$ cat src/rtl/lcd_text_writer.sv
// Streams a 2x16 character frame to an HD44780-style LCD once the init sequencer is done,
// re-sending the whole frame whenever the host has written into the 32-entry character buffer.
module lcd_text_writer #(
  parameter int SETUP_CYCLES  = 2,
  parameter int E_HIGH_CYCLES = 4,
  parameter int HOLD_CYCLES   = 148
) (
  input  logic       clk,
  input  logic       reset,
  input  logic       init_done,
  input  logic       wr_en,
  input  logic [4:0] wr_addr,
  input  logic [7:0] wr_data,
  output logic       RS_lcd,
  output logic       RW_lcd,
  output logic       E_lcd,
  output logic [7:0] data_lcd,
  output logic       busy,
  output logic       frame_done
);

  localparam int MAX_CYCLES =
    (SETUP_CYCLES > E_HIGH_CYCLES)
      ? ((SETUP_CYCLES > HOLD_CYCLES) ? SETUP_CYCLES : HOLD_CYCLES)
      : ((E_HIGH_CYCLES > HOLD_CYCLES) ? E_HIGH_CYCLES : HOLD_CYCLES);
  localparam int CNT_W = $clog2(MAX_CYCLES + 1);

  localparam logic [5:0] LAST_INDEX = 6'd33;
  localparam logic [7:0] CMD_LINE1  = 8'h80;
  localparam logic [7:0] CMD_LINE2  = 8'hC0;
  localparam logic [7:0] SPACE_CHAR = 8'h20;

  localparam logic [CNT_W-1:0] SETUP_LOAD = CNT_W'(SETUP_CYCLES - 1);
  localparam logic [CNT_W-1:0] E_LOAD     = CNT_W'(E_HIGH_CYCLES - 1);
  localparam logic [CNT_W-1:0] HOLD_LOAD  = CNT_W'(HOLD_CYCLES - 1);

  typedef enum logic [2:0] {
    IDLE,
    CHECK,
    SETUP,
    PULSE,
    HOLD,
    NEXT,
    DONE
  } state_t;

  state_t           state_reg;
  logic [7:0]       char_buf_reg [32];
  logic [31:0]      entry_we;
  logic             dirty_reg;
  logic [5:0]       index_reg;
  logic [CNT_W-1:0] cnt_reg;
  logic             rs_reg;
  logic             e_reg;
  logic [7:0]       data_reg;
  logic             busy_reg;
  logic             frame_done_reg;

  logic [5:0]       fetch_index;
  logic             fetch_rs;
  logic [7:0]       fetch_data;

  genvar gi;
  generate
    for (gi = 0; gi < 32; gi++) begin : g_entry_we
      assign entry_we[gi] = wr_en && (wr_addr == 5'(gi));
    end
  endgenerate

  // Host writes are accepted in every state, including mid-frame.
  always_ff @(posedge clk) begin
    if (reset) begin
      for (int i = 0; i < 32; i++) begin
        char_buf_reg[i] <= SPACE_CHAR;
      end
    end else begin
      for (int i = 0; i < 32; i++) begin
        if (entry_we[i]) begin
          char_buf_reg[i] <= wr_data;
        end
      end
    end
  end

  // Byte about to be latched on SETUP entry: index 0 from CHECK, index+1 from NEXT.
  always_comb begin
    fetch_index = (state_reg == NEXT) ? (index_reg + 6'd1) : 6'd0;
    fetch_rs    = 1'b1;
    fetch_data  = SPACE_CHAR;
    if (fetch_index == 6'd0) begin
      fetch_rs   = 1'b0;
      fetch_data = CMD_LINE1;
    end else if (fetch_index <= 6'd16) begin
      fetch_data = char_buf_reg[5'(fetch_index - 6'd1)];
    end else if (fetch_index == 6'd17) begin
      fetch_rs   = 1'b0;
      fetch_data = CMD_LINE2;
    end else begin
      fetch_data = char_buf_reg[5'(fetch_index - 6'd2)];
    end
  end

  always_ff @(posedge clk) begin
    if (reset) begin
      state_reg      <= IDLE;
      dirty_reg      <= 1'b1;
      index_reg      <= '0;
      cnt_reg        <= '0;
      rs_reg         <= 1'b0;
      e_reg          <= 1'b0;
      data_reg       <= 8'h00;
      busy_reg       <= 1'b0;
      frame_done_reg <= 1'b0;
    end else begin
      frame_done_reg <= 1'b0;
      if (wr_en) begin
        dirty_reg <= 1'b1;
      end
      unique case (state_reg)
        IDLE: begin
          e_reg    <= 1'b0;
          busy_reg <= 1'b0;
          if (init_done) begin
            state_reg <= CHECK;
          end
        end
        CHECK: begin
          if (dirty_reg) begin
            // A write landing in this same cycle keeps dirty set for one more frame.
            dirty_reg <= wr_en;
            index_reg <= '0;
            busy_reg  <= 1'b1;
            rs_reg    <= fetch_rs;
            data_reg  <= fetch_data;
            cnt_reg   <= SETUP_LOAD;
            state_reg <= SETUP;
          end else begin
            busy_reg <= 1'b0;
          end
        end
        SETUP: begin
          if (cnt_reg == '0) begin
            e_reg     <= 1'b1;
            cnt_reg   <= E_LOAD;
            state_reg <= PULSE;
          end else begin
            cnt_reg <= cnt_reg - 1'b1;
          end
        end
        PULSE: begin
          if (cnt_reg == '0) begin
            e_reg     <= 1'b0;
            cnt_reg   <= HOLD_LOAD;
            state_reg <= HOLD;
          end else begin
            cnt_reg <= cnt_reg - 1'b1;
          end
        end
        HOLD: begin
          if (cnt_reg == '0) begin
            state_reg <= NEXT;
          end else begin
            cnt_reg <= cnt_reg - 1'b1;
          end
        end
        NEXT: begin
          if (index_reg == LAST_INDEX) begin
            busy_reg       <= 1'b0;
            frame_done_reg <= 1'b1;
            state_reg      <= DONE;
          end else begin
            index_reg <= index_reg + 6'd1;
            rs_reg    <= fetch_rs;
            data_reg  <= fetch_data;
            cnt_reg   <= SETUP_LOAD;
            state_reg <= SETUP;
          end
        end
        DONE: begin
          state_reg <= CHECK;
        end
        default: begin
          state_reg <= IDLE;
        end
      endcase
    end
  end

  assign RS_lcd     = rs_reg;
  assign RW_lcd     = 1'b0;
  assign E_lcd      = e_reg;
  assign data_lcd   = data_reg;
  assign busy       = busy_reg;
  assign frame_done = frame_done_reg;

endmodule

$ cat config.mk
export PLATFORM = sky130hd
export DESIGN_NAME = lcd_text_writer
export DESIGN_NICKNAME = d
export VERILOG_FILES = /design/src/rtl/lcd_text_writer.sv
export SDC_FILE = /design/constraint.sdc
export NUM_CORES = 1
export LEC_CHECK = 0
export CORE_AREA = 2 2 158 237
export CTS_CLUSTER_SIZE = 24
export DETAILED_ROUTE_END_ITERATION = 8
export DIE_AREA = 0 0 160 239
export SYNTH_ARGS = -nofsm -noshare
export SYNTH_HDL_FRONTEND = slang
export SYNTH_SLANG_ARGS = --single-unit
$ cat constraint.sdc
create_clock -name clk -period 4 [get_ports clk]
set_input_delay 0.4 -clock clk [delete_from_list [all_inputs] [get_ports clk]]
set_output_delay 0.4 -clock clk [all_outputs]
set_load 0.02 [all_outputs]
* Word-level counts from Yosys, hierarchy flattened *
Memories as Yosys holds them, arrays and structs flattened.
Cells that the tools add are included.

cells by class
  eq/ne operators = 47
  reduce and logical (&&, ||, !) cells = 46
  bitwise logic cells = 33
  mux-type cells = 169
  add/sub/neg operators = 4
  order comparisons = 1

operators by type and width
  operator                                                               count
  8-bit 2-to-1 mux                                                       42
  1-bit 2-to-1 mux                                                       111
  5-bit == test, second input constant                                   16
  5-bit by 4-bit == test with 1-bit output, second input constant        8
  8-bit one-hot mux with 5 select lines                                  1
  1-bit logical AND                                                      32
  1-bit OR                                                               32
  3-bit one-hot mux with 7 select lines                                  1
  5-bit by 3-bit == test with 1-bit output, second input constant        4
  3-bit 2-to-1 mux                                                       6
  6-bit 2-to-1 mux                                                       3
  8-bit one-hot mux with 2 select lines                                  1
  2-bit inequality test, second input constant                           7
  6-bit one-hot mux with 2 select lines                                  1
  5-bit by 2-bit == test with 1-bit output, second input constant        2
  3-bit == test, second input constant                                   3
  8-bit logical NOT                                                      1
  8-bit by 1-bit subtractor with 8-bit output, second input constant     1
  6-bit by 1-bit adder with 6-bit output, second input constant          1
  3-bit by 2-bit == test with 1-bit output, second input constant        2
  6-bit by 5-bit == test with 1-bit output, second input constant        1
  6-bit == test, second input constant                                   1
  6-bit by 5-bit <= comparator with 1-bit output, second input constant  1
  6-bit logical NOT                                                      1
  other kinds (18)                                                       21

storage, ports and cells
  bits of input ports = 17
  bits in writable memories = 256
  memories = 1
  logic and storage cells = 310
  bits in registers = 30

memory list
  memory        words  width  rd ports  clocked after Yosys merged registers in  wr ports  line  RTL
  char_buf_reg  32     8      2         0                                        32        48    logic [7:0] char_buf_reg [32];

* Longest topological paths before layout *
Gate-level depths: netlist (run 1).
An unclocked memory read counts as a cell.

  word-level depth = 9
  depth in mapped cells = 14

* Least setup slack after synthesis (run 1) *
OpenSTA, ideal clock, no wires.

  kind = register -> register
  start = reg index_reg[1]
  end = reg data_reg[0] (netlist: data_lcd[0])
  clock period less this slack = 3676 ps
  setup time = 133 ps
  path buffers = 4
  data required time = 3867 ps
  data arrival time = 3542 ps
  stages on the path, launching flop included = 14
  slack = 324 ps
  cell sequence = dfxtp_1 inv_1 ha_1 and4bb_2 inv_1 clkbuf_1 ha_1 buf_2 buf_1 clkbuf_1 mux4_2 mux4_2 mux2i_1 a311oi_1

on the way
  cells in the longest elaborated chain, start to end = 9

ends and longest elaborated chain
  item                                         line      RTL
  start: declaration                           51        logic [5:0] index_reg;
  start signal: assignment                     172       index_reg <= index_reg + 6'd1;
  6-bit by 1-bit adder with 6-bit output       87        fetch_index = (state_reg == NEXT) ? (index_reg + 6'd1) : 6'd0;
  6-bit 2-to-1 mux                             87
  5-bit by 2-bit subtractor with 5-bit output  99        fetch_data = char_buf_reg[5'(fetch_index - 6'd2)];
  memory 32 x 8 bit                            --
  8-bit 2-to-1 mux                             95        end else if (fetch_index == 6'd17) begin
  8-bit 2-to-1 mux                             93        end else if (fetch_index <= 6'd16) begin
  8-bit 2-to-1 mux                             90        if (fetch_index == 6'd0) begin
  8-bit 2-to-1 mux (on tied branches)          167, 128
  8-bit one-hot mux with 2 select lines        119       unique case (state_reg)
  end signal: assignment                       134       data_reg <= fetch_data;
  end signal: assignment                       174       data_reg <= fetch_data;
  end: declaration                             55        logic [7:0] data_reg;

Parallel ways exist; a longest one is shown, timed or not. The select of a mux whose other input is x is not followed.
A chain may end at the register's enable or synchronous reset.

* Worst setup path after layout (run 1) *
  start = reg index_reg[1]
  end = reg data_reg[6] (netlist: data_lcd[6])

Same word-level chain as after synthesis.

==> impl_results.html, run 1 <==
<table>
<tr><th>Metric</th><th>Value</th></tr>
<tr><th colspan="2">Global routing</th></tr>
<tr><td>Antenna violations before repair</td><td>2</td></tr>
<tr><td>Pin count of the biggest net entering global routing</td><td>approximately 70</td></tr>
<tr><td>Wire length of the first global-routing pass</td><td>71200 um</td></tr>
<tr><td>Overflow after GRT</td><td>0</td></tr>
<tr><td>Vias in the first global route</td><td>11100</td></tr>
<tr><td>Total global routing track utilization</td><td>25.0%</td></tr>
<tr><th colspan="2">Pwr</th></tr>
<tr><td>Max IR drop VDD</td><td>0.255 mV</td></tr>
<tr><td>Overall power of the completed layout</td><td>between 0.007 and 0.008 W</td></tr>
<tr><td>Leak pwr</td><td>5.69 nW</td></tr>
<tr><td>Power density over cell area</td><td>438 nW/um^2</td></tr>
<tr><th colspan="2">STA</th></tr>
<tr><td>Clock period minus final worst setup slack</td><td>3.37 ns</td></tr>
<tr><td>Hold Slack</td><td>0.475 ns</td></tr>
<tr><td>Final number of setup-violating endpoints</td><td>0</td></tr>
<tr><td>Achievable clock frequency</td><td>297 MHz</td></tr>
<tr><td>Sum Neg Setup Slack</td><td>0 ns</td></tr>
<tr><td>Worst-Margin Slew</td><td>0.914 ns</td></tr>
<tr><td>Worst slew margin relative to its limit</td><td>38.6%</td></tr>
<tr><td>RSZ-0062 raised after global routing</td><td>no</td></tr>
<tr><td>Final Hold Viols</td><td>0</td></tr>
<tr><td>Post-route clock skew</td><td>0.0147 ns</td></tr>
<tr><td>Final Max Tran Viols</td><td>0</td></tr>
<tr><td>Ratio of final minimum period to clock period</td><td>between 80% and 90%</td></tr>
<tr><th colspan="2">Placed design</th></tr>
<tr><td>HPWL after detailed placement</td><td>32400 um</td></tr>
<tr><td>GPL Wtd Cong</td><td>0.912</td></tr>
<tr><td>Inst Count DP</td><td>1705</td></tr>
<tr><td>Cell area after placement</td><td>16200 sq um</td></tr>
<tr><td>Port Buffer Count</td><td>28</td></tr>
<tr><th colspan="2">Logic synthesis</th></tr>
<tr><td>Post-Syn Instances</td><td>roughly 1200</td></tr>
<tr><td>Async set-reset flop share out of synthesis</td><td>0%</td></tr>
<tr><td>Proportion of synthesized area in mux cells</td><td>16.3%</td></tr>
<tr><td>Compound-gate portion of the synthesized area</td><td>12.4%</td></tr>
<tr><td>Cell types with the largest area share after synthesis</td><td>edfxtp_1, mux4_2, dfxtp_1</td></tr>
<tr><td>Synthesis-stage register bit count</td><td>roughly 290</td></tr>
<tr><td>Combinational family with the most area after synthesis</td><td>multiplexers</td></tr>
<tr><td>Post-Synthesis Net Count</td><td>1226</td></tr>
<tr><td>Post-synthesis xor/xnor area fraction</td><td>0.742%</td></tr>
<tr><td>Yosys synthesis warning count</td><td>0</td></tr>
<tr><td>Post-synthesis share of cell area spent on full adders, half adders and majority gates</td><td>less than 1%</td></tr>
<tr><td>Post-synthesis share of cell area spent on and, or, nand and nor gates</td><td>11.5%</td></tr>
<tr><td>Count of unique library cells instantiated by Yosys</td><td>74</td></tr>
<tr><td>Synthesized area per cell</td><td>12.5 sq um</td></tr>
<tr><td>Post-synth top area share</td><td>51.2%</td></tr>
<tr><td>Seq/Total Area, Yosys</td><td>55.2%</td></tr>
<tr><td>Most used flip-flop cell after synthesis</td><td>edfxtp_1</td></tr>
<tr><td>Post-synthesis instance area</td><td>between 15000 and 20000 sq um</td></tr>
<tr><td>Number of flops mapped to enable cells by yosys</td><td>256</td></tr>
<tr><td>Cell accounting for the most synthesized area</td><td>edfxtp_1</td></tr>
<tr><th colspan="2">Final layout</th></tr>
<tr><td>Total area of sequential cells</td><td>8290 sq um</td></tr>
<tr><td>Leading cell type in the layout, fill and taps excluded</td><td>edfxtp_1</td></tr>
<tr><td>Count of non-filler cells in the finished layout</td><td>1759</td></tr>
<tr><td>Area of the multi-input gates</td><td>6260 sq um</td></tr>
<tr><td>Final Net Count</td><td>1276</td></tr>
<tr><td>Most frequent cells in the layout</td><td>edfxtp_1, nor2_1, nand2_1, buf_4, mux4_2</td></tr>
<tr><td>Max FFs per register</td><td>256</td></tr>
<tr><td>Finished layout cell area</td><td>17100 sq um</td></tr>
<tr><td>Fraction of layout cells with a size suffix above 1</td><td>20.4%</td></tr>
<tr><td>Fill cell count</td><td>3271</td></tr>
<tr><td>Area growth syn-to-layout</td><td>14.1%</td></tr>
<tr><th colspan="2">Clocking</th></tr>
<tr><td>Htree depth</td><td>1</td></tr>
<tr><td>Count of instances resized after the clock tree is built</td><td>0</td></tr>
<tr><td>Number of sinks handled by clock tree synthesis</td><td>286</td></tr>
<tr><td>Num CTS Buffers</td><td>29</td></tr>
<tr><td>Clock tree buffer depth</td><td>3</td></tr>
<tr><td>CTS root buf</td><td>clkbuf_16</td></tr>
<tr><td>Clock tree from TritonCTS</td><td>yes</td></tr>
<tr><td>Source-to-sink clock delay at the later pin of the worst-skew pair</td><td>0.58 ns</td></tr>
<tr><td>Hold-fix buffer count after cts</td><td>0</td></tr>
<tr><td>Number of buffers inserted by post-CTS setup repair</td><td>0</td></tr>
<tr><td>Clock-pin slew of the registers on the worst-case setup and hold paths</td><td>roughly 0.07 ns</td></tr>
<tr><th colspan="2">Floorplanning</th></tr>
<tr><td>Horizontal die dimension</td><td>160 um</td></tr>
<tr><td>Die footprint</td><td>38200 sq um</td></tr>
<tr><td>Number of top-level design ports</td><td>30</td></tr>
<tr><td>Starting density of the core</td><td>roughly two fifths</td></tr>
<tr><td>Chip Height</td><td>239 um</td></tr>
<tr><td>FP Rows</td><td>86</td></tr>
<tr><td>Area of the core</td><td>36400 sq um</td></tr>
<tr><th colspan="2">Routing</th></tr>
<tr><td>Number of detailed-route iterations in the first pass</td><td>5</td></tr>
<tr><td>Total wire length</td><td>47800 um</td></tr>
<tr><td>DRC viols</td><td>0</td></tr>
<tr><td>Via count of the routed design</td><td>11200</td></tr>
<tr><td>Via density</td><td>between 6 and 7</td></tr>
<tr><td>Mean routed wirelength per cell</td><td>27.1 um</td></tr>
<tr><td>Final antenna-violating net count</td><td>0</td></tr>
<tr><td>Number of violations reported at the end of detailed-routing iteration 0</td><td>between 1000 and 1500</td></tr>
<tr><th colspan="2">Outcome</th></tr>
<tr><td>Outcome</td><td>finished clean</td></tr>
<tr><th colspan="2">Setup path</th></tr>
<tr><td>Critical path type</td><td>reg -&gt; reg</td></tr>
<tr><td>Arrival time worst endpoint</td><td>just under 4 ns</td></tr>
<tr><td>Startpoint type of the worst setup path</td><td>register</td></tr>
<tr><td>Required time reported for the critical path endpoint</td><td>about 4.5 ns</td></tr>
<tr><td>Largest driver fanout on the critical path</td><td>28</td></tr>
<tr><td>Category of the worst setup path capture point</td><td>register</td></tr>
<tr><th colspan="2">Job</th></tr>
<tr><td>Count of max-cap constraint violations</td><td>0</td></tr>
<tr><th colspan="2">Min path</th></tr>
<tr><td>Class of the tightest hold or removal check</td><td>reg -&gt; reg</td></tr>
</table>
[report_power, final]
| part | internal (W) | total [W] | switching [W] |
|---|---|---|---|
| Sequential | 0.00350 | 0.00366 | 0.000154 |
| Clock | 0.00159 | 0.00278 | 0.00119 |
| Combinational | 0.000444 | 0.00107 | 0.000628 |
| Total | 0.00553 | 0.00751 | 0.00198 |
[routing by layer]
layer | GRT usage (%) | vias up | wire, um
li1 | - | 4846 | -
met1 | 31.5 | 5582 | 17900
met2 | 41.2 | 610 | 22900
met3 | 3.71 | 145 | 3870
met4 | 14.6 | 2 | 3080
met5 | 0 | - | 12
[worst max-delay path, stage by stage, from the launching register on]
cell and delay [ns]:
dfxtp_1 0.33, inv_1 0.07, ha_4 0.26, buf_4 0.40, inv_2 0.40, nor2_1 0.73, a221oi_1 0.32, o211a_1 0.31
o21ai_0 0.16, a21oi_1 0.09, o31ai_1 0.19
[logic make-up (layout without fill, tap and decap cells)]
logic type | Yosys count | in the layout
DFF | 286 | 286
other | 1 | 2
AOI/OAI and AO/OA | 274 | 274
buffers and inverters | 113 | 185
adders and majority gates | 7 | 7
xor gates and xnor gates | 11 | 11
muxes | 140 | 140
and+or+nand+nor | 370 | 370
[synthesized netlist by cell type, types with 9 or more instances]
library cell    n
nor2b_1        13
o21ai_0        47
nand3_1        26
o31ai_1        10
mux4_2         80
a21oi_1        53
a221oi_1        9
buf_2          20
clkbuf_1       59
dfxtp_1        30
a211oi_1       30
nand2_1        84
nor3_1         31
inv_1          18
mux2i_1        26
o22ai_1        46
mux2_2         34
o221ai_1       24
nor2_1        154
nand2b_1       11
edfxtp_1      256
[stage by stage]
| step | utilization (%) | worst slack [ns] |
|---|---|---|
| final | 47.1 | 0.631 |
| after global routing | 47.1 | 0.526 |
| after CTS | 47.1 | 0.721 |
| after detailed placement | 44.5 | 0.729 |
| after global placement | 44.5 | 0.777 |
| after floorplan | - | 0.324 |
[area by class of cell]
class / count / area share [%]
inverters: 20 / 0.453
well taps: 484 / 3.54
flip-flops and latches: 286 / 48.4
diodes: 1 / 0.0146
repair buffers: 112 / 5.54
clock buffers: 34 / 4.35
multi-input cells: 803 / 36.6
clock inverters: 19 / 1.15
[worst paths after layout]
check / cells after the start / from / slack (ns) / end
setup / recovery: 10 / index_reg[1] / 0.63 / data_lcd[6]
hold / removal: 2 / dirty_reg / 0.47 / busy
setup reg to reg: 10 / index_reg[1] / 0.63 / data_lcd[6]
hold reg to reg: 2 / dirty_reg / 0.47 / busy
Note: power is estimated with default switching activity, not from simulation.
==> inputs of run 2 (changes only) <==
clock period = 2.9 ns   (was 4 ns; I/O delays follow)
==> run 2 against run 1 <==
  * The run now ends with negative setup slack left
  * Sequential power rose by 38%
  * Combinational power rose by 45%
  * Wire length rose by 0.92%
  * Worst setup slack got worse by 0.70 ns
  * Critical endpoint is now data_lcd[2]
  * First-iteration DRC count fell by 13%
  * Cell area rose by 4.8%
  * Fmax rose by 13%
  * Clock power rose by 44%
==> impl_results.html, run 2 (synthesis results as in run 1) <==
<table>
<tr><th>Metric</th><th>Value</th></tr>
<tr><th colspan="2">Pwr</th></tr>
<tr><td>Psw</td><td>0.00274 W (+39%)</td></tr>
<tr><td>Power density over cell area</td><td>591 nW/um^2 (+35%)</td></tr>
<tr><td>Clock network fraction of design power</td><td>37.7% (+0.7 points)</td></tr>
<tr><td>Share of power burned in registers</td><td>47.7% (-1.0 points)</td></tr>
<tr><td>Power share of the combinational group</td><td>14.6% (+0.3 points)</td></tr>
<tr><td>Max IR drop VDD</td><td>0.367 mV (+44%)</td></tr>
<tr><td>Internal power contribution</td><td>0.00787 W (+42%)</td></tr>
<tr><td>Share of total power consumed by net switching</td><td>25.8% (-0.50 points)</td></tr>
<tr><td>Leak pwr</td><td>6.10 nW (+7.2%)</td></tr>
<tr><th colspan="2">Floorplanning</th></tr>
<tr><td>Area of the core</td><td>36400 sq um (unchanged)</td></tr>
<tr><td>Number of top-level design ports</td><td>30 (unchanged)</td></tr>
<tr><td>Starting density of the core</td><td>41.3% (unchanged)</td></tr>
<tr><td>Die footprint</td><td>38200 sq um (unchanged)</td></tr>
<tr><td>FP Rows</td><td>86 (unchanged)</td></tr>
<tr><td>Horizontal die dimension</td><td>160 um (unchanged)</td></tr>
<tr><td>Chip Height</td><td>239 um (unchanged)</td></tr>
<tr><th colspan="2">Clocking</th></tr>
<tr><td>Number of sinks handled by clock tree synthesis</td><td>286 (unchanged)</td></tr>
<tr><td>Source-to-sink clock delay at the later pin of the worst-skew pair</td><td>0.57 ns (about the same)</td></tr>
<tr><td>Num CTS Buffers</td><td>28 (-3.4%)</td></tr>
<tr><td>Clock tree buffer depth</td><td>3 (unchanged)</td></tr>
<tr><td>Htree depth</td><td>1 (unchanged)</td></tr>
<tr><td>Hold-fix buffer count after cts</td><td>0 (unchanged)</td></tr>
<tr><td>Clock tree from TritonCTS</td><td>yes</td></tr>
<tr><td>CTS root buf</td><td>clkbuf_16</td></tr>
<tr><td>Clock-pin slew of the registers on the worst-case setup and hold paths</td><td>0.07 ns (about the same)</td></tr>
<tr><th colspan="2">Routing</th></tr>
<tr><td>DRC viols</td><td>0 (unchanged)</td></tr>
<tr><td>Via density</td><td>6.22 (-2.1%)</td></tr>
<tr><td>Number of violations reported at the end of detailed-routing iteration 0</td><td>1165 (-13%)</td></tr>
<tr><td>Number of detailed-route iterations in the first pass</td><td>5 (unchanged)</td></tr>
<tr><td>Mean routed wirelength per cell</td><td>26.5 um (-2.6%)</td></tr>
<tr><td>Final antenna-violating net count</td><td>0 (unchanged)</td></tr>
<tr><td>Via count of the routed design</td><td>11300 (+1.4%)</td></tr>
<tr><td>Total wire length</td><td>48200 um (+0.92%)</td></tr>
<tr><th colspan="2">Setup path</th></tr>
<tr><td>Critical Path Max Stage Delay</td><td>0.56 ns (-0.17 ns)</td></tr>
<tr><td>Startpoint type of the worst setup path</td><td>register</td></tr>
<tr><td>Largest driver fanout on the critical path</td><td>6 (-79%)</td></tr>
<tr><td>FF-to-FF Start</td><td>index_reg[0]</td></tr>
<tr><td>Arrival time worst endpoint</td><td>3.43 ns (-0.42 ns)</td></tr>
<tr><td>Critical path's top delay family</td><td>multiplexers</td></tr>
<tr><td>Critical path type</td><td>reg -&gt; reg</td></tr>
<tr><td>Cell chain of the critical path</td><td>ha_4 &gt; and4bb_2 &gt; inv_2 &gt; ha_4 &gt; buf_6 &gt; buf_12 &gt; mux4_2 &gt; mux4_2 &gt; mux2i_1 &gt; o221ai_1 &gt; o311a_1</td></tr>
<tr><td>Category of the worst setup path capture point</td><td>register</td></tr>
<tr><td>Cell at the slowest stage of the critical path</td><td>mux4_2</td></tr>
<tr><td>Required time reported for the critical path endpoint</td><td>3.35 ns (-1.14 ns)</td></tr>
<tr><td>Startpoint of the most critical setup path</td><td>index_reg[0]</td></tr>
<tr><td>Worst path bufs/invs</td><td>3 (unchanged)</td></tr>
<tr><th colspan="2">Global routing</th></tr>
<tr><td>Overflow after GRT</td><td>0 (unchanged)</td></tr>
<tr><td>Wire length of the first global-routing pass</td><td>72500 um (+1.9%)</td></tr>
<tr><td>Pin count of the biggest net entering global routing</td><td>55 (-24%)</td></tr>
<tr><td>Vias in the first global route</td><td>11400 (+3.5%)</td></tr>
<tr><td>Total global routing track utilization</td><td>25.4% (+0.38 points)</td></tr>
<tr><td>Antenna violations before repair</td><td>0 (-2)</td></tr>
<tr><th colspan="2">STA</th></tr>
<tr><td>Final number of setup-violating endpoints</td><td>6 (+6)</td></tr>
<tr><td>Final Max Tran Viols</td><td>0 (unchanged)</td></tr>
<tr><td>Final Worst Setup Slack</td><td>-0.0732 ns (-0.704 ns)</td></tr>
<tr><td>Post-route clock skew</td><td>0.0145 ns (-0.000218 ns)</td></tr>
<tr><td>Achievable clock frequency</td><td>336 MHz (+13%)</td></tr>
<tr><td>Hold Slack</td><td>0.473 ns (-0.00176 ns)</td></tr>
<tr><td>Ratio of final minimum period to clock period</td><td>103% (+18 points)</td></tr>
<tr><td>RSZ-0062 raised after global routing</td><td>yes</td></tr>
<tr><td>Final Hold Viols</td><td>0 (unchanged)</td></tr>
<tr><td>Worst-Margin Slew</td><td>0.672 ns (-0.242 ns)</td></tr>
<tr><td>Clock period minus final worst setup slack</td><td>2.97 ns (-0.396 ns)</td></tr>
<tr><td>Sum Neg Setup Slack</td><td>-0.272 ns (-0.272 ns)</td></tr>
<tr><td>Worst slew margin relative to its limit</td><td>55.1% (+17 points)</td></tr>
<tr><th colspan="2">Final layout</th></tr>
<tr><td>Fraction of layout cells with a size suffix above 1</td><td>25.6% (+5.2 points)</td></tr>
<tr><td>Final Net Count</td><td>1341 (+5.1%)</td></tr>
<tr><td>Count of non-filler cells in the finished layout</td><td>1822 (+3.6%)</td></tr>
<tr><td>Leading cell type in the layout, fill and taps excluded</td><td>edfxtp_1</td></tr>
<tr><td>Fill cell count</td><td>3241 (-0.92%)</td></tr>
<tr><td>Area growth syn-to-layout</td><td>19.6%</td></tr>
<tr><td>Antenna cell count</td><td>0 (-1)</td></tr>
<tr><td>Most frequent cells in the layout</td><td>edfxtp_1, nor2_1, buf_4, nand2_1, mux4_2</td></tr>
<tr><td>Max FFs per register</td><td>256 (unchanged)</td></tr>
<tr><th colspan="2">Min path</th></tr>
<tr><td>Hold path startpoint</td><td>dirty_reg</td></tr>
<tr><td>Class of the tightest hold or removal check</td><td>reg -&gt; reg</td></tr>
<tr><th colspan="2">Placed design</th></tr>
<tr><td>HPWL after detailed placement</td><td>34200 um (+5.4%)</td></tr>
<tr><td>GPL Wtd Cong</td><td>0.907 (-0.56%)</td></tr>
<tr><td>Port Buffer Count</td><td>28 (unchanged)</td></tr>
<tr><td>Inst Count DP</td><td>1760 (+3.2%)</td></tr>
<tr><th colspan="2">Outcome</th></tr>
<tr><td>Outcome</td><td>finished, violations left</td></tr>
<tr><td>Failing checks</td><td>negative setup slack</td></tr>
<tr><th colspan="2">Job</th></tr>
<tr><td>Count of max-cap constraint violations</td><td>0 (unchanged)</td></tr>
</table>
-- run 2: changes by cell type in the layout (fill, tap and decap cells not counted), moves of 5 or more --
cell	previous run	this run
a211oi_1	30	24
a211oi_2	0	6
buf_12	3	13
buf_6	0	5
buf_4	81	128
-- run 2: worst reg2reg max path, cell delays in order, from the launching register on --
cell	delay, ns
dfxtp_4	0.36
ha_4	0.23
and4bb_2	0.31
inv_2	0.07
ha_4	0.32
buf_6	0.11
buf_12	0.11
mux4_2	0.32
mux4_2	0.56
mux2i_1	0.16
o221ai_1	0.14
o311a_1	0.17
-- run 2: worst paths after layout --
path                 end  cells past startpoint  slack [ns]
max          data_lcd[2]                     11       -0.07
min                 busy                      2        0.47
max reg2reg  data_lcd[2]                     11       -0.07
min reg2reg         busy                      2        0.47
-- run 2: timing repair --
item,in CTS,in global routing
buffers inserted,7,1
endpoints found under the setup margin,8,8
gates resized for setup,9,19
pin swaps,6,10
gates cloned,3,0
-- run 2: power groups by stage --
stage	Clock (W)	Sequential, W	Combinational (W)
global placement	0	0.00513	0.00151
CTS	0.00402	0.00506	0.00154
finish	0.00400	0.00506	0.00155
global route	0.00416	0.00510	0.00170
detailed placement	0	0.00515	0.00153
floorplan	0	0.00506	0.00101
-- run 2: area by class of cell --
class	instances	area [sq um]	share of cell area, %
clock buffers	33	741	4.13
clock inverters	18	253	1.41
inverters	20	80.1	0.446
multi-input cells	803	6320	35.2
flip-flops and latches	286	8290	46.2
well taps	484	606	3.37
repair buffers	178	1660	9.22
-- run 2: per-stage QoR --
step	power [W]	instance area (sq um)	util, %	setup slack [ns]
2_1_floorplan	0.00606	15100	-	-0.0469
3_3_place_gp	0.00664	16700	45.9	-0.117
3_5_place_dp	0.00667	16700	45.9	-0.108
4_1_cts	0.0106	17900	49.2	-0.0860
5_1_grt	0.0110	17900	49.4	-0.137
6_report	0.0106	17900	49.4	-0.0732
-- run 2: layer usage --
metal,wire length [um],global-route usage (%),vias to the layer above
met3,3610,2.91,147
met5,0,0,-
met1,17900,31.3,5646
met4,2490,12.8,0
met2,24200,44.2,583
li1,-,-,4964
==> variant, RTL diff (config.mk and constraints of run 1) <==
Change the parameter `HOLD_CYCLES` from 148 to 296.
--- a/src/rtl/lcd_text_writer.sv
+++ b/src/rtl/lcd_text_writer.sv
@@ -3,7 +3,7 @@
 module lcd_text_writer #(
   parameter int SETUP_CYCLES  = 2,
   parameter int E_HIGH_CYCLES = 4,
-  parameter int HOLD_CYCLES   = 148
+  parameter int HOLD_CYCLES   = 296
 ) (
   input  logic       clk,
   input  logic       reset,
Function: same outputs for any inputs over 10 cycles, from zero or initial values and one cycle with reset high; that may be too few to reach the edited logic, so the function may still have changed.
==> variant against run 1 <==
  * Die area unchanged
  * Final area grew 0.69%
  * Sequential cell count up 1
  * Worst setup slack got worse by 380 ps
  * Synthesized cell count up 6.5%
  * Sequential power about the same
  * Power is 2.5% higher
  * Area after synthesis increased by 1.3%
  * Wire length down 1.3%
  * Sequential share of layout area down 0.20 points
==> variant: results <==
metrics = {
    "synthesis": {
        "synth_cell_type_count": 69,
        "synth_edf_count": 256,
        "ys_top_cells_by_count": "edfxtp_1 (256), nor2_1 (192), a21oi_1 (74)",
        "synth_area_leaders": "edfxtp_1 (51%), mux4_2 (9.8%), nor2_1 (4.7%)",
        "seq_area_frac_synth_pct": 54.7,
        "async_flop_share_pct": 0,
        "ys_warn_count": 0,
    },
    "routing": {
        "firstDrtPassIters": 5,
        "via_per_inst": 6.14,
        "wire_per_inst_um": 25.9,
        "drtIter0Drc": 1281,
    },
    "outcome": {
        "status": "finished, final reports clean",
    },
    "placed_design": {
        "globalplace.congestion": 0.925,
        "hpwl_um": 32700,
        "portBuffers": 28,
    },
    "timing": {
        "clock-skew-final_ps": 30.0,
        "slew_headroom_pct": 23.6,
    },
    "clocking": {
        "cts_setup_buffers": 0,
        "path_clk_slew_ps": 70,
        "insertion_delay_ps": 590,
        "h-tree-depth": 1,
        "ctsResizeCount": 0,
        "cts_buffer_depth": 3,
        "cts_buffers": 29,
    },
    "min_path": {
        "min-delay-path-class": "flip-flop to flip-flop",
        "hold_path_startpoint": "busy$_SDFFE_PP0P_",
    },
    "pwr": {
        "power_leakage_nw": 5.80,
        "peakVddDrop_uv": 249,
    },
    "grt": {
        "antenna_found_initial": 0,
        "grt_pass1_wl_um": 70100,
        "grt_pass1_vias": 11200,
        "grt_usage_pct": 24.4,
        "grt_max_degree": 55,
    },
    "worst_setup_path": {
        "cp_max_fo": 19,
        "startpoint": "index_reg[1]$_SDFFE_PP0P_",
        "worst_ep_arrival_time_ps": 4190,
    },
    "layout": {
        "fill_cells": 3391,
        "largest_reg_flops": 256,
        "drive_gt1_share_pct": 20.3,
        "antenna_cells": 0,
        "nNetsFinal": 1339,
    },
}
[variant: changes by cell type in the layout (fill, tap and decap cells not counted), moves of 15 or more]
cell,before,now
a21oi_1,53,74
o221ai_1,24,2
a211oi_1,30,46
mux2_2,34,57
o22ai_1,46,61
nor2_1,154,192
nand2b_1,11,32
[variant: critical path, stage by stage (launching register included)]
cell       delay [ps]
dfxtp_1           490
inv_1             120
ha_4              310
nor2_2            160
inv_2             150
ha_1              270
inv_1             190
nor2_1             80
a22o_1            230
a221oi_4          320
buf_4             240
buf_4             290
mux2i_1           250
o21ai_1            80
a211oi_1          300
a2111oi_1         100
[variant: logic make-up (layout without fill, tap and decap cells)]
logic type,count (synthesis),after routing,share of synthesized area (%)
buffers and inverters,129,186,3.60
DFF,287,287,54.7
AOI/OAI and AO/OA,294,294,12.5
xor gates and xnor gates,10,10,0.626
adders and majority gates,7,7,0.576
and+or+nand+nor,405,405,12.3
muxes,147,147,15.7
other,1,1,0.0247
[variant: through the flow]
stage	hold slack (ps)	worst slack (ps)	std cells	cell area [µm²]
6_report	477	252	1821	17200
5_1_grt	488	16.5	1821	17200
3_5_place_dp	469	310	1768	16300
3_3_place_gp	461	385	1768	16300
4_1_cts	477	289	1821	17200
2_1_floorplan	449	133	1280	15200
[variant: final cells by class]
class / instances / area (µm²) / area share [%]
multi-input combinational: 864 / 6390 / 37.1
tap: 484 / 606 / 3.51
clock inverter: 14 / 166 / 0.965
timing repair buffer: 111 / 911 / 5.28
sequential: 287 / 8310 / 48.2
inverter: 22 / 82.6 / 0.479
clock buffer: 39 / 773 / 4.48
[variant: power by group]
part | internal [mW] | switching [mW]
sequential | 3.51 | 0.145
combinational | 0.491 | 0.781
clock | 1.55 | 1.21
[variant: worst paths after layout]
kind | endpoint | slack (ps) | depth (start not counted)
setup / recovery | data_lcd[5]$_SDFFE_PP0P_ | 250 | 15
setup reg to reg | data_lcd[5]$_SDFFE_PP0P_ | 250 | 15
hold reg to reg | busy$_SDFFE_PP0P_ | 480 | 2
hold / removal | busy$_SDFFE_PP0P_ | 480 | 2
[variant: per-layer routing]
layer / track usage (%) / vias to the layer above / share of wire [%]
met5: 0 / - / 0
met4: 14.6 / 0 / 6.4
met3: 2.50 / 127 / 5.7
met2: 44.5 / 495 / 52
met1: 27.6 / 5587 / 36
li1: - / 4970 / -
